`src/rtl/btn_intr_pkg.sv`:
```
// Shared types and helpers for the push-button interrupt generator.
// Pure declarations: no latency, no flow control.
package btn_intr_pkg;

    localparam int MAX_SRC = 8;

    typedef enum logic [1:0] {
        IDLE    = 2'd0,
        ASSERT  = 2'd1,
        HOLDOFF = 2'd2
    } state_t;

    // Index of the lowest set bit; 0 when nothing is set.
    function automatic logic [2:0] lowest_set(input logic [MAX_SRC-1:0] v);
        logic [2:0] idx;
        idx = '0;
        for (int i = MAX_SRC - 1; i >= 0; i--) begin
            if (v[i]) idx = 3'(i);
        end
        return idx;
    endfunction

endpackage

```
`src/rtl/btn_intr_gen_if.sv`:
```
// Button inputs, processor interrupt handshake and status outputs of btn_intr_gen.
// Wiring only: no latency, no backpressure.
interface btn_intr_gen_if #(
    parameter int N_SRC = 4
);
    localparam int IDW = (N_SRC > 1) ? $clog2(N_SRC) : 1;

    logic [N_SRC-1:0] btn_raw;
    logic             intr_ack;
    logic             irq;
    logic [IDW-1:0]   irq_id;
    logic [N_SRC-1:0] pending;
    logic             overflow;

    modport slave (
        input  btn_raw,
        input  intr_ack,
        output irq,
        output irq_id,
        output pending,
        output overflow
    );

    modport master (
        output btn_raw,
        output intr_ack,
        input  irq,
        input  irq_id,
        input  pending,
        input  overflow
    );
endinterface

```
`src/rtl/btn_debounce.sv`:
```
// One button: 2-FF sync, debounce, rise pulse. Level toggles 2+DEBOUNCE_CYCLES
// edges after a stable change; rise is combinational off the level. No backpressure.
module btn_debounce #(
    parameter int DEBOUNCE_CYCLES = 1000000
) (
    input  logic clk,
    input  logic rst_n,
    input  logic raw,
    output logic rise
);
    localparam int CW = $clog2(DEBOUNCE_CYCLES + 1);

    generate
        if (DEBOUNCE_CYCLES < 2) begin : g_bad_debounce
            $error("btn_debounce: DEBOUNCE_CYCLES must be at least 2");
        end
    endgenerate

    logic          sync1;
    logic          sync2;
    logic          level;
    logic          level_q;
    logic [CW-1:0] cnt;

    always_ff @(posedge clk or negedge rst_n) begin
        if (!rst_n) begin
            sync1   <= 1'b0;
            sync2   <= 1'b0;
            level   <= 1'b0;
            level_q <= 1'b0;
            cnt     <= '0;
        end else begin
            sync1   <= raw;
            sync2   <= sync1;
            level_q <= level;
            if (sync2 != level) begin
                if (cnt == CW'(DEBOUNCE_CYCLES - 1)) begin
                    level <= ~level;
                    cnt   <= '0;
                end else begin
                    cnt   <= cnt + CW'(1);
                end
            end else begin
                cnt <= '0;
            end
        end
    end

    assign rise = level & ~level_q;

endmodule

```
`src/rtl/btn_intr_gen.sv`:
```
// Debounced buttons -> pending latch -> single level irq, retired by intr_ack rising edge.
// irq one edge after pending set; no backpressure, repeat edges on a pending source set overflow.
module btn_intr_gen
    import btn_intr_pkg::*;
#(
    parameter int N_SRC           = 4,
    parameter int DEBOUNCE_CYCLES = 1000000,
    parameter int HOLDOFF_CYCLES  = 4
) (
    input  logic           sys_clk,
    input  logic           ext_rst,
    btn_intr_gen_if.slave  bus
);
    localparam int IDW      = (N_SRC > 1) ? $clog2(N_SRC) : 1;
    localparam int HOLD_EFF = (HOLDOFF_CYCLES < 1) ? 1 : HOLDOFF_CYCLES;
    localparam int HW       = $clog2(HOLD_EFF + 1);

    generate
        if (N_SRC < 1 || N_SRC > MAX_SRC) begin : g_bad_nsrc
            $error("btn_intr_gen: N_SRC must be in 1..8");
        end
    endgenerate

    logic [N_SRC-1:0] rise;
    logic [N_SRC-1:0] pending_q;
    logic [N_SRC-1:0] pending_d;
    logic [N_SRC-1:0] clr;
    logic             overflow_q;
    logic             ovf_set;
    logic             ack_q;
    logic             ack_rise;
    state_t           state_q;
    state_t           state_d;
    logic             irq_q;
    logic             irq_d;
    logic [IDW-1:0]   irq_id_q;
    logic [IDW-1:0]   irq_id_d;
    logic [HW-1:0]    hcnt_q;
    logic [HW-1:0]    hcnt_d;

    for (genvar i = 0; i < N_SRC; i++) begin : g_src
        btn_debounce #(
            .DEBOUNCE_CYCLES (DEBOUNCE_CYCLES)
        ) u_debounce (
            .clk   (sys_clk),
            .rst_n (ext_rst),
            .raw   (bus.btn_raw[i]),
            .rise  (rise[i])
        );
    end

    assign ack_rise = bus.intr_ack & ~ack_q;

    always_comb begin
        state_d  = state_q;
        irq_d    = irq_q;
        irq_id_d = irq_id_q;
        hcnt_d   = hcnt_q;
        clr      = '0;
        case (state_q)
            IDLE: begin
                if (|pending_q) begin
                    irq_id_d = IDW'(lowest_set(MAX_SRC'(pending_q)));
                    irq_d    = 1'b1;
                    state_d  = ASSERT;
                end
            end
            ASSERT: begin
                if (ack_rise) begin
                    clr     = N_SRC'(1) << irq_id_q;
                    irq_d   = 1'b0;
                    hcnt_d  = HW'(HOLD_EFF);
                    state_d = HOLDOFF;
                end
            end
            HOLDOFF: begin
                irq_d = 1'b0;
                if (hcnt_q <= HW'(1)) begin
                    hcnt_d  = '0;
                    state_d = IDLE;
                end else begin
                    hcnt_d = hcnt_q - HW'(1);
                end
            end
            default: begin
                irq_d   = 1'b0;
                state_d = IDLE;
            end
        endcase
        // A new edge outranks a same-cycle clear, and is then not a repeat.
        pending_d = (pending_q & ~clr) | rise;
        ovf_set   = |(rise & pending_q & ~clr);
    end

    always_ff @(posedge sys_clk or negedge ext_rst) begin
        if (!ext_rst) begin
            state_q    <= IDLE;
            irq_q      <= 1'b0;
            irq_id_q   <= '0;
            hcnt_q     <= '0;
            pending_q  <= '0;
            overflow_q <= 1'b0;
            ack_q      <= 1'b0;
        end else begin
            state_q    <= state_d;
            irq_q      <= irq_d;
            irq_id_q   <= irq_id_d;
            hcnt_q     <= hcnt_d;
            pending_q  <= pending_d;
            overflow_q <= overflow_q | ovf_set;
            ack_q      <= bus.intr_ack;
        end
    end

    assign bus.irq      = irq_q;
    assign bus.irq_id   = irq_id_q;
    assign bus.pending  = pending_q;
    assign bus.overflow = overflow_q;

endmodule
```
`src/flat_wrapper.sv`:
```
// flat-port wrapper written by rule: the top's interface ports become plain ports
module btn_intr_gen_flat import btn_intr_pkg::*;
#(
    parameter int N_SRC           = 4,
    parameter int DEBOUNCE_CYCLES = 1000000,
    parameter int HOLDOFF_CYCLES  = 4
)
  (sys_clk, ext_rst, bus_btn_raw, bus_intr_ack, bus_irq, bus_irq_id, bus_pending, bus_overflow);
  btn_intr_gen_if #(.N_SRC(N_SRC)) bus_i ();
  input  logic sys_clk;
  input  logic ext_rst;
  input wire logic [$bits(bus_i.btn_raw)-1:0] bus_btn_raw;
  input wire logic [$bits(bus_i.intr_ack)-1:0] bus_intr_ack;
  output wire logic [$bits(bus_i.irq)-1:0] bus_irq;
  output wire logic [$bits(bus_i.irq_id)-1:0] bus_irq_id;
  output wire logic [$bits(bus_i.pending)-1:0] bus_pending;
  output wire logic [$bits(bus_i.overflow)-1:0] bus_overflow;
  assign bus_i.btn_raw = bus_btn_raw;
  assign bus_i.intr_ack = bus_intr_ack;
  assign bus_irq = bus_i.irq;
  assign bus_irq_id = bus_i.irq_id;
  assign bus_pending = bus_i.pending;
  assign bus_overflow = bus_i.overflow;
  btn_intr_gen #(.N_SRC(N_SRC), .DEBOUNCE_CYCLES(DEBOUNCE_CYCLES), .HOLDOFF_CYCLES(HOLDOFF_CYCLES)) u_core (.sys_clk(sys_clk), .ext_rst(ext_rst), .bus(bus_i));
endmodule
```
`config.mk`:
```
export PLATFORM = sky130hd
export DESIGN_NAME = btn_intr_gen_flat
export DESIGN_NICKNAME = d
export VERILOG_FILES = /design/src/rtl/btn_intr_pkg.sv /design/src/rtl/btn_intr_gen_if.sv /design/src/rtl/btn_debounce.sv /design/src/rtl/btn_intr_gen.sv /design/src/flat_wrapper.sv
export SDC_FILE = /design/constraint.sdc
export NUM_CORES = 1
export LEC_CHECK = 0
export ABC_AREA = 1
export BUFFER_PORTS_ARGS = -buffer_cell sky130_fd_sc_hd__buf_2
export CAP_MARGIN = 0
export CORE_UTILIZATION = 25
export DETAILED_ROUTE_END_ITERATION = 8
export SLEW_MARGIN = 0
export SYNTH_ARGS = -nofsm -noshare
export SYNTH_HDL_FRONTEND = slang
export SYNTH_SLANG_ARGS = --single-unit
```
`constraint.sdc`:
```
create_clock -name sys_clk -period 1.4 [get_ports sys_clk]
set_clock_uncertainty 0.05 [all_clocks]
set_input_delay 0.28 -clock sys_clk [delete_from_list [all_inputs] [get_ports sys_clk]]
set_output_delay 0.28 -clock sys_clk [all_outputs]
set_load 0.005 [all_outputs]
```
==> results.txt <==
Met1 Use GR: 14.1%
# IOs: 15
Drt first pass iters: 6
Routed vias/inst: 4.35
Area after DPL: 6490 um2
RSZ-0062 raised after global routing: true
Die height: 152 um
Yosys reg bits: 110
Clk root buf: clkbuf_16
Xor/xnor share of the synthesized area: 8.03%
Max Cap Viol: 0
Num rows: 54
Final Setup Violations: 2
Layout overhead on the synthesized area: 32.3%
Via count: 4735
Largest net degree at the start of global routing: 41
Worst skew pair latency: 0.36 ns
Post-synthesis simple-gate area fraction: 35.1%
Ant. Diodes: 0
Post-synth ARST share: 100%
Gr ovfl total: 0
Status: finished with violations
Vias in the first global route: 4572
1st-iter DRT viols: 267
Final WL: 12.7 mm
Core ar.: 22000 um2
Met3 GRT Util: 2.65%
Min Tclk post-route: 1.41 ns
Peak Freq: 711 MHz
Synth Flop Type: dfrtp_1
Worst-Margin Slew: 0.425 ns
Final worst setup slack: -0.00724 ns
Die area: 23200 um2
CTS tree: built
Ranking of synthesized cells by area: dfrtp_1 49%, nor2_1 12%, nand2_1 8.4%, nand3_1 6.6%, xor2_1 4.5%
Post-Synth Adder-Cell Area: 1.33%
ANT nets after route: 0
Leakage dissipation: 3.09 nW
FILL cells: 2265
Fin nets: 816
Post-synth EDFFs: 0
CP Capture Type: flip-flop
Clock group share of total power: 40.2%
Pwr dens: 995 nW/um2
Min-delay worst type: primary input to flip-flop
Final instance area: 7480 um2
Failing checks: design-rule violations, negative setup slack
Slew Viols, Final: 0
Switching power total: 1.93 mW
Main combinational cell family by area after synthesis: simple AND/OR/NAND/NOR gates
DR DRC count: 2
Initial antenna violation count: 0
Largest area contributor in the netlist: dfrtp_1
Top cell type's share of synthesized area: 48.7%
WL/cell: 11.6 um
Gate power share: 11.9%
P_int: 5.51 mW
CTS Sinks: 110
Complex-gate fraction of the synthesized area: 2.37%
Data arrival time of the worst path: 1.61 ns
All-Layer GR Usage: 11.1%
Detailed placer's ending HPWL: 8.83 mm
WP data required: 1.60 ns
Sequential cell area fraction in the yosys report: 48.7%
Num CTS Buffers: 9
Seq pwr share: 47.9%
Post-synthesis instance total: 702
CP Max Fanout: 4
Synthesized area: 5650 um2
Slew HR: 71.6%
Syn_area_per_cell: 8.05 um2
First-pass GRT wire length: 20.9 mm
Netlist cell types: 28
Final hold violation count: 0
Clk buf depth: 2
Starting Density: 25.7%
Port bufs: 14
Placed insts: 1045
Classification of the worst setup path: flip-flop to flip-flop
Grt met2 use: 18.2%
Ys Warns: 0
CP Launch Type: flip-flop
Worst VDD drop: 0.514 mV
Reg clk slew, reported paths: 0.07 ns
GPL Wtd Cong: 0.853
Post-synthesis mux area share: 0%
Fin crit share: 101%
Layout cells sized above 1: 27.2%
Net Sw Frac: 25.9%
Final cell count without fillers: 1088
Mapped Nets: 715
Most Crowded Layer GR: met2
Die width: 152 um
H-tree levels: 3
## stage by stage
stage / util (%) / total power [mW] / setup slack (ns) / hold slack (ns) / setup TNS [ns]
floorplan: - / 4.08 / 0.00941 / -0.0656 / 0
global placement: 29.5 / 4.43 / -0.0101 / 0.129 / -0.0118
detailed placement: 29.5 / 4.46 / -0.0554 / 0.132 / -0.352
CTS: 31.4 / 7.53 / 0.00440 / 0.192 / 0
global route: 34.0 / 7.81 / -0.0767 / 0.228 / -1.22
finish: 34.0 / 7.44 / -0.00724 / 0.203 / -0.0107
## routing by layer
layer	up-vias	share of wire, %
met4	0	1.7
li1	2428	-
met3	15	3.2
met5	-	0
met2	49	48
met1	2243	47
## power by group through the flow
| stage | Clock [mW] | Sequential (mW) | Combinational, mW |
|---|---|---|---|
| 2_1_floorplan | 0 | 3.59 | 0.490 |
| 3_3_place_gp | 0 | 3.60 | 0.826 |
| 3_5_place_dp | 0 | 3.61 | 0.848 |
| 4_1_cts | 3.11 | 3.55 | 0.863 |
| 5_1_grt | 3.18 | 3.59 | 1.04 |
| 6_report | 2.99 | 3.56 | 0.888 |
## repair_timing
action                                 4_1_cts  5_1_grt
gates resized for setup                      7      111
setup buffers                                0       21
endpoints found under the hold margin       20        0
hold buffers                                 6        0
setup endpoints to repair                   13       61
pin swaps                                    1       30
## worst paths after layout
path / start / endpoint / cells past startpoint / slack (ns)
worst max-delay path: u_core.g_src[2].u_debounce.cnt[0] / u_core.g_src[2].u_debounce.cnt[8] / 6 / -0.007
worst min-delay path: bus_intr_ack / u_core.state_q[0] / 4 / 0.20
worst max register to register: u_core.g_src[2].u_debounce.cnt[0] / u_core.g_src[2].u_debounce.cnt[8] / 6 / -0.007
worst min register to register: u_core.g_src[1].u_debounce.sync1 / u_core.g_src[1].u_debounce.sync2 / 0 / 0.30
max in group asynchronous: ext_rst / u_core.g_src[3].u_debounce.cnt[3] / 3 / 0.50
min in group asynchronous: ext_rst / u_core.g_src[0].u_debounce.cnt[8] / 2 / 0.29
## cell usage in the layout (no fill, tap or decap), types with 7 or more instances in the layout
cell,instances
nand3_1,60
xnor2_1,19
nor3_1,11
nor2_2,29
nor2_1,153
buf_2,13
nor2_4,16
xor2_1,29
nand3_2,14
nand3_4,7
buf_4,65
nand2_1,115
clkbuf_16,9
nand4_1,8
dfrtp_1,96
inv_1,61
o21ai_0,12
dfrtp_2,14
nand2_2,14
## cells in the mapped netlist, types with 2 or more instances
cell     number
nor2_4        7
o22ai_1       2
nand4_1       8
nand3_1      74
nor2_2        4
dfrtp_1     110
nor3_1       13
nor3_4        3
xnor2_1      21
nand2_1     127
nor2_1      187
a21oi_1       6
nand3_2       6
ha_1          6
buf_2         3
and2_1        3
o21ai_0      14
nand2_2       8
inv_1        63
xor2_1       29
## state kept, by name, indices dropped and copies added (netlist names)
register and count:
u_core.g_src.u_debounce.cnt 80, u_core.bus.pending 4, u_core.g_src.u_debounce.level 4, u_core.g_src.u_debounce.level_q 4, u_core.g_src.u_debounce.sync1 4, u_core.g_src.u_debounce.sync2 4
u_core.hcnt_q 3, u_core.bus.irq_id 2, u_core.state_q 2, u_core.ack_q 1, u_core.bus.irq 1, u_core.bus.overflow 1
## cells by family (layout without fill, tap and decap cells)
| family | after synthesis | in the layout |
|---|---|---|
| adder cells (fa/ha/maj) | 6 | 6 |
| buffers and inverters | 67 | 173 |
| AND/OR/NAND/NOR | 443 | 443 |
| AO/OA/AOI/OAI | 25 | 25 |
| XOR/XNOR | 51 | 51 |
| flip-flops | 110 | 110 |
## critical path: stages (launching register included)
cell and delay, ns:
dfrtp_1 0.39, ha_4 0.16, nand3_4 0.10, nor3_4 0.27, buf_4 0.16, xnor2_1 0.11
nor2_1 0.06
## final cells by class
class	count	area, um2	area share (%)
tap	280	350	4.68
timing repair buffer	93	741	9.90
sequential	110	2770	37.0
clock buffer	9	225	3.01
inverter	64	240	3.21
clock inverter	7	120	1.61
multi-input combinational	525	3030	40.5
Note: power is estimated with default switching activity, not from simulation.
